### config.mk
export PLATFORM = sky130hd
export DESIGN_NAME = cybercobra_mc
export DESIGN_NICKNAME = d
export VERILOG_FILES = /design/src/rtl/cybercobra_mc.sv
export SDC_FILE = /design/constraint.sdc
export NUM_CORES = 2
export LEC_CHECK = 0
export ABC_AREA = 1
export CORE_MARGIN = 1.5
export CORE_UTILIZATION = 34
export CTS_CLUSTER_SIZE = 25
export DETAILED_ROUTE_END_ITERATION = 6
export HOLD_SLACK_MARGIN = 0.08
export PLACE_DENSITY = 0.48
export SLEW_MARGIN = 20
export SYNTH_ARGS = -nofsm -noshare
export SYNTH_HDL_FRONTEND = slang
export SYNTH_SLANG_ARGS = --single-unit
### constraint.sdc
create_clock -name clk_i -period 10.03 [get_ports clk_i]
set_clock_uncertainty 0.15 [all_clocks]
set_input_delay 3.009 -clock clk_i [delete_from_list [all_inputs] [get_ports clk_i]]
set_output_delay 3.009 -clock clk_i [all_outputs]
set_load 0.03 [all_outputs]
### src/rtl/cybercobra_mc.sv
// Multi-cycle CYBERcobra core: handshaked instruction fetch, blocking input port,
// strobed registered output and a halt state. Also holds the shared RISC-V style ALU.

module alu_riscv (
  input  logic [4:0]  alu_op_i,
  input  logic [31:0] a_i,
  input  logic [31:0] b_i,
  output logic [31:0] result_o,
  output logic        flag_o
);
  always_comb begin
    result_o = '0;
    flag_o   = 1'b0;
    case (alu_op_i)
      5'b00000: result_o = a_i + b_i;
      5'b01000: result_o = a_i - b_i;
      5'b00001: result_o = a_i << b_i[4:0];
      5'b00010: result_o = {31'b0, $signed(a_i) < $signed(b_i)};
      5'b00011: result_o = {31'b0, a_i < b_i};
      5'b00100: result_o = a_i ^ b_i;
      5'b00101: result_o = a_i >> b_i[4:0];
      5'b01101: result_o = $signed(a_i) >>> b_i[4:0];
      5'b00110: result_o = a_i | b_i;
      5'b00111: result_o = a_i & b_i;
      5'b11000: flag_o = (a_i == b_i);
      5'b11001: flag_o = (a_i != b_i);
      5'b11100: flag_o = $signed(a_i) < $signed(b_i);
      5'b11101: flag_o = $signed(a_i) >= $signed(b_i);
      5'b11110: flag_o = a_i < b_i;
      5'b11111: flag_o = a_i >= b_i;
      default:  result_o = '0;
    endcase
  end
endmodule

module cybercobra_mc #(
  parameter logic [31:0] RESET_PC = 32'h0,
  parameter int unsigned SW_W     = 16
) (
  input  logic            clk_i,
  input  logic            rst_i,
  input  logic [SW_W-1:0] sw_i,
  output logic            imem_req_o,
  output logic [31:0]     imem_addr_o,
  input  logic            imem_ack_i,
  input  logic [31:0]     imem_rdata_i,
  input  logic            in_valid_i,
  input  logic [31:0]     in_data_i,
  output logic            in_ready_o,
  output logic [31:0]     out_o,
  output logic            out_valid_o,
  output logic            halted_o,
  output logic [31:0]     pc_o
);
  typedef enum logic [1:0] {S_FETCH, S_EXEC, S_WAIT_IN, S_HALT} state_t;

  state_t      state;
  logic [31:0] pc;
  logic [31:0] ir;
  logic [31:0] rf_mem [32];

  logic        f_j, f_b;
  logic [1:0]  f_ws;
  logic [4:0]  f_op, f_ra1, f_ra2, f_wa;
  logic [7:0]  f_off;
  logic [31:0] const_ext, off_ext, sw_ext;
  logic [31:0] rd1, rd2, alu_res;
  logic        alu_flag;
  logic        rf_we;
  logic [31:0] rf_wd;

  assign f_j   = ir[31];
  assign f_b   = ir[30];
  assign f_ws  = ir[29:28];
  assign f_op  = ir[27:23];
  assign f_ra1 = ir[22:18];
  assign f_ra2 = ir[17:13];
  assign f_off = ir[12:5];
  assign f_wa  = ir[4:0];

  assign const_ext = {{9{ir[27]}}, ir[27:5]};
  assign off_ext   = {{22{f_off[7]}}, f_off, 2'b00};
  assign sw_ext    = 32'($signed(sw_i));

  assign rd1 = (f_ra1 == 5'd0) ? '0 : rf_mem[f_ra1];
  assign rd2 = (f_ra2 == 5'd0) ? '0 : rf_mem[f_ra2];

  alu_riscv u_alu (
    .alu_op_i (f_op),
    .a_i      (rd1),
    .b_i      (rd2),
    .result_o (alu_res),
    .flag_o   (alu_flag)
  );

  always_comb begin
    rf_we = 1'b0;
    rf_wd = '0;
    case (state)
      S_EXEC: begin
        if (!(f_j || f_b)) begin
          case (f_ws)
            2'd0:    begin rf_we = 1'b1; rf_wd = const_ext; end
            2'd1:    begin rf_we = 1'b1; rf_wd = alu_res;   end
            2'd2:    begin rf_we = 1'b1; rf_wd = sw_ext;    end
            default: rf_we = 1'b0;
          endcase
        end
      end
      S_WAIT_IN: begin
        rf_we = in_valid_i;
        rf_wd = in_data_i;
      end
      default: rf_we = 1'b0;
    endcase
  end

  // Register file is deliberately not reset; reset only masks a write in flight.
  always_ff @(posedge clk_i) begin
    if (!rst_i && rf_we && (f_wa != 5'd0))
      rf_mem[f_wa] <= rf_wd;
  end

  always_ff @(posedge clk_i) begin
    if (rst_i) begin
      state       <= S_FETCH;
      pc          <= RESET_PC;
      ir          <= '0;
      out_o       <= '0;
      out_valid_o <= 1'b0;
    end else begin
      out_valid_o <= 1'b0;
      case (state)
        S_FETCH: begin
          if (imem_ack_i) begin
            ir    <= imem_rdata_i;
            state <= S_EXEC;
          end
        end
        S_EXEC: begin
          out_o       <= rd1;
          out_valid_o <= 1'b1;
          if (f_j && (f_off == 8'd0)) begin
            state <= S_HALT;
          end else if (f_j || f_b) begin
            pc    <= (f_j || (f_b && alu_flag)) ? pc + off_ext : pc + 32'd4;
            state <= S_FETCH;
          end else if (f_ws == 2'd3) begin
            state <= S_WAIT_IN;
          end else begin
            pc    <= pc + 32'd4;
            state <= S_FETCH;
          end
        end
        S_WAIT_IN: begin
          if (in_valid_i) begin
            pc    <= pc + 32'd4;
            state <= S_FETCH;
          end
        end
        default: state <= S_HALT;
      endcase
    end
  end

  assign imem_req_o  = (state == S_FETCH);
  assign imem_addr_o = pc;
  assign in_ready_o  = (state == S_WAIT_IN);
  assign halted_o    = (state == S_HALT);
  assign pc_o        = pc;
endmodule
==> out/metrics.yaml <==
run_status:
  status: "finished clean"
setup_path:
  cpMostUsedCell: "nand2_1"
  r2r_setup_slack_ns: 2.38
  worstSetupEndpointType: "register"
  slowest_delay_ns: 0.88
  cp_slowest_cell: "dfxtp_4"
  cp.required_ns: 10.36
  timing.rr.end: "rf_mem[17][6]"
  crit_fanout: 256
  crit_type: "register to register"
  start_kind: "register"
  crit_path_end: "rf_mem[17][6]"
  cp.depth: 26
  crit_family: "compound AO/OA/AOI/OAI gates"
  cp.arrival_ns: 7.98
  r2r_cells: 26
  critical_path_buf_inv_count: 4
placement:
  placed_cell_area_mm2: 0.0710
  io_buffers: 179
  dp_hpwl_mm: 186
  finalWeightedCongestion: 0.962
power_and_ir_drop:
  pwr-share-clk_pct: 26.0
  p_switching_w: 0.00906
  swShare_pct: 46.0
  finalPower_w: 0.0197
  p_leak_nw: 29.2
  powerDensity_mw_per_mm2: 261
  seq_power_share_pct: 28.2
  p_int_w: 0.0106
  combPwrFrac_pct: 45.8
  vdd_drop_max_mv: 0.203
timing:
  slew_headroom_pct: 19.4
  timing.final.crit_share_pct: 76.3
  hold_violations: 0
  holdWs_ns: 0.365
  period_needed_ns: 7.65
  rsz0062_at_grt: "false"
  setup_viol: 0
  fmax_mhz: 131
  worst_pin_slew_ns: 1.20
  setup_tns_ns: 0
  slew_viol_final: 0
floorplanning:
  die_h_um: 447
  die_w_um: 447
  core_mm2: 0.196
  io_pins: 184
  dieArea_mm2: 0.200
  initial_utilization_pct: 34.3
  rows: 162
clocking:
  insertion_delay_ns: 0.81
  ctsHoldBuffers: 0
  root_buffer: "clkbuf_16"
  cts_tree: "done"
  clk_path_buf_depth: 3
  cts_htree_levels: 4
  clock-sinks: 1131
  cts_setup_buffers: 0
  cts_buffers: 138
  cts-resized-gates: 0
  path_clk_slew_ns: 0.06
routing:
  firstDrtPassIters: 6
  ant_nets: 0
  drc: 0
  wl_per_cell_um: 28.5
  vias: 63700
  totalWireLength_mm: 308
  drt_iter0_drc: 8187
  vias_per_cell: 5.89
synth:
  synth_area_mm2: 0.0672
  synth_most_common_cell: "nand2_1"
  netlist.area_leader.share_pct: 45.8
  synthDistinctLibCells: 72
  synth_edf_count: 1024
  ys_warn_count: 0
  synthTopCellsByCount: "2,153 x nand2_1, 1,401 x nand3_1, 1,024 x edfxtp_1"
  postSynthAreaPerCell_um2: 8.22
  ys_async_sr_fraction_pct: 0
  ys.flop_type: "edfxtp_1"
  ys_top_cells_by_area: "edfxtp_1 46%, nand2_1 12%, nand3_1 10%"
  ys_ff_latch: 1131
  ys_seq_area_share_pct: 49.0
  synth.largest_area_cell: "edfxtp_1"
  synthCells: 8171
global_routing:
  grt_pass1_vias: 59100
  grt_start_max_net_pins: 257
  grt_use_total_pct: 29.9
  antenna_found_initial: 8
  grt_pass1_wl_mm: 435
  overflow: 0
finish:
  area_delta_synth_final_pct: 12.4
  layout-drive-gt1-share_pct: 6.67
  n_fill_cell: 19800
  final_design_area_no_fill_mm2: 0.0755
  nets: 8298
flow_run:
  drv_cap: 0
worst_hold_path:
  hold_start: "ir[1]"
  min_path_type: "register to register"
[how the worst min path moves through the flow]
stage,end,slack [ns],cells past startpoint
after global placement,ir[1],0.35,2
after detailed placement,ir[1],0.37,2
after floorplan,ir[30],0.29,2
final,ir[1],0.36,2
after CTS,ir[1],0.37,2
after global routing,out_o[17],0.40,2
[cell families (layout without fill, tap and decap cells)]
logic type      Yosys count  after routing  share of synthesized area, %
compound gates         1431           1431                          12.5
xor+xnor                 56             56                         0.741
fa+ha+maj               134            134                          2.53
buf+inv                 940            920                          6.81
flops                  1131           1131                          49.0
mux                       1              1                        0.0149
other cells               1             37                       0.00558
simple gates           4477           4477                          28.4
[area by class of cell]
type / count / area [um2] / share of cell area [%]
flip-flops and latches: 1131 / 32900 / 43.6
multi-input cells: 6135 / 30300 / 40.1
clock buffers: 170 / 3650 / 4.83
repair buffers: 348 / 3260 / 4.32
inverters: 326 / 1290 / 1.71
clock inverters: 76 / 846 / 1.12
well taps: 2624 / 3280 / 4.35
diodes: 1 / 2.50 / 0.00331
[routing by layer]
layer / share of wire (%) / routed length [um] / vias to the layer above / track usage (%)
li1: - / - / 28300 / -
met1: 42 / 131000 / 31200 / 41.6
met2: 44 / 136000 / 3555 / 45.9
met3: 8.7 / 26700 / 677 / 4.91
met4: 4.5 / 13900 / 6 / 12.5
met5: 0.0088 / 27 / - / 0
[flip-flops by register name (all words and copies together) (netlist names), named ones only]
register,count
state,2
rf_mem,1024
imem_addr_o,30
ir,32
out_o,32
out_valid_o,1
[per-stage QoR]
step           util [%]  instances  worst slack [ns]
2_1_floorplan         -       8206              2.89
6_report           38.6      10800              2.38
3_3_place_gp       36.3      10600              2.20
4_1_cts            38.6      10800              2.56
3_5_place_dp       36.3      10600              2.42
5_1_grt            38.6      10800              2.04
[worst register-to-register path, stage by stage, from the launching register on]
cell and delay, ns:
dfxtp_4 0.88, clkinv_16 0.69, buf_12 0.56, nand2_1 0.26, nand3_1 0.09, nand3_1 0.14, o21ai_1 0.09, nand2_1 0.09
o211ai_1 0.08, nand3_1 0.43, inv_1 0.16, ha_1 0.33, fa_1 0.56, nand3_1 0.13, nand2_1 0.17, nand3_1 0.12
nand2_1 0.10, o21a_1 0.20, a2111oi_0 0.79, o21ai_1 0.29, a21oi_1 0.35, nand2_1 0.10, nand2_1 0.08, nand2_1 0.05
nand2_1 0.06, a21oi_2 0.07, buf_4 0.29
[placed cells by master, fill, tap and decap left out, types with 36 or more instances in the layout]
cell type,instances
a21oi_1,261
inv_1,303
o21ai_0,685
nand3_2,38
clkbuf_16,141
o211ai_1,51
xor2_1,41
edfxtp_1,1024
o22ai_1,80
conb_1,36
o221ai_1,182
nor2_1,734
dfxtp_1,97
nor3_1,38
ha_1,129
nand3_1,1399
clkdlybuf4s50_1,179
buf_4,153
nand2_1,2152
[power groups by stage]
stage,Clock (W),Combinational [W],Sequential (W)
floorplan,0,0.00555,0.00563
CTS,0.00519,0.00878,0.00556
finish,0.00512,0.00902,0.00557
global placement,0,0.00878,0.00566
global route,0.00536,0.00962,0.00558
detailed placement,0,0.00875,0.00566
(Power assumes the default switching activity.)
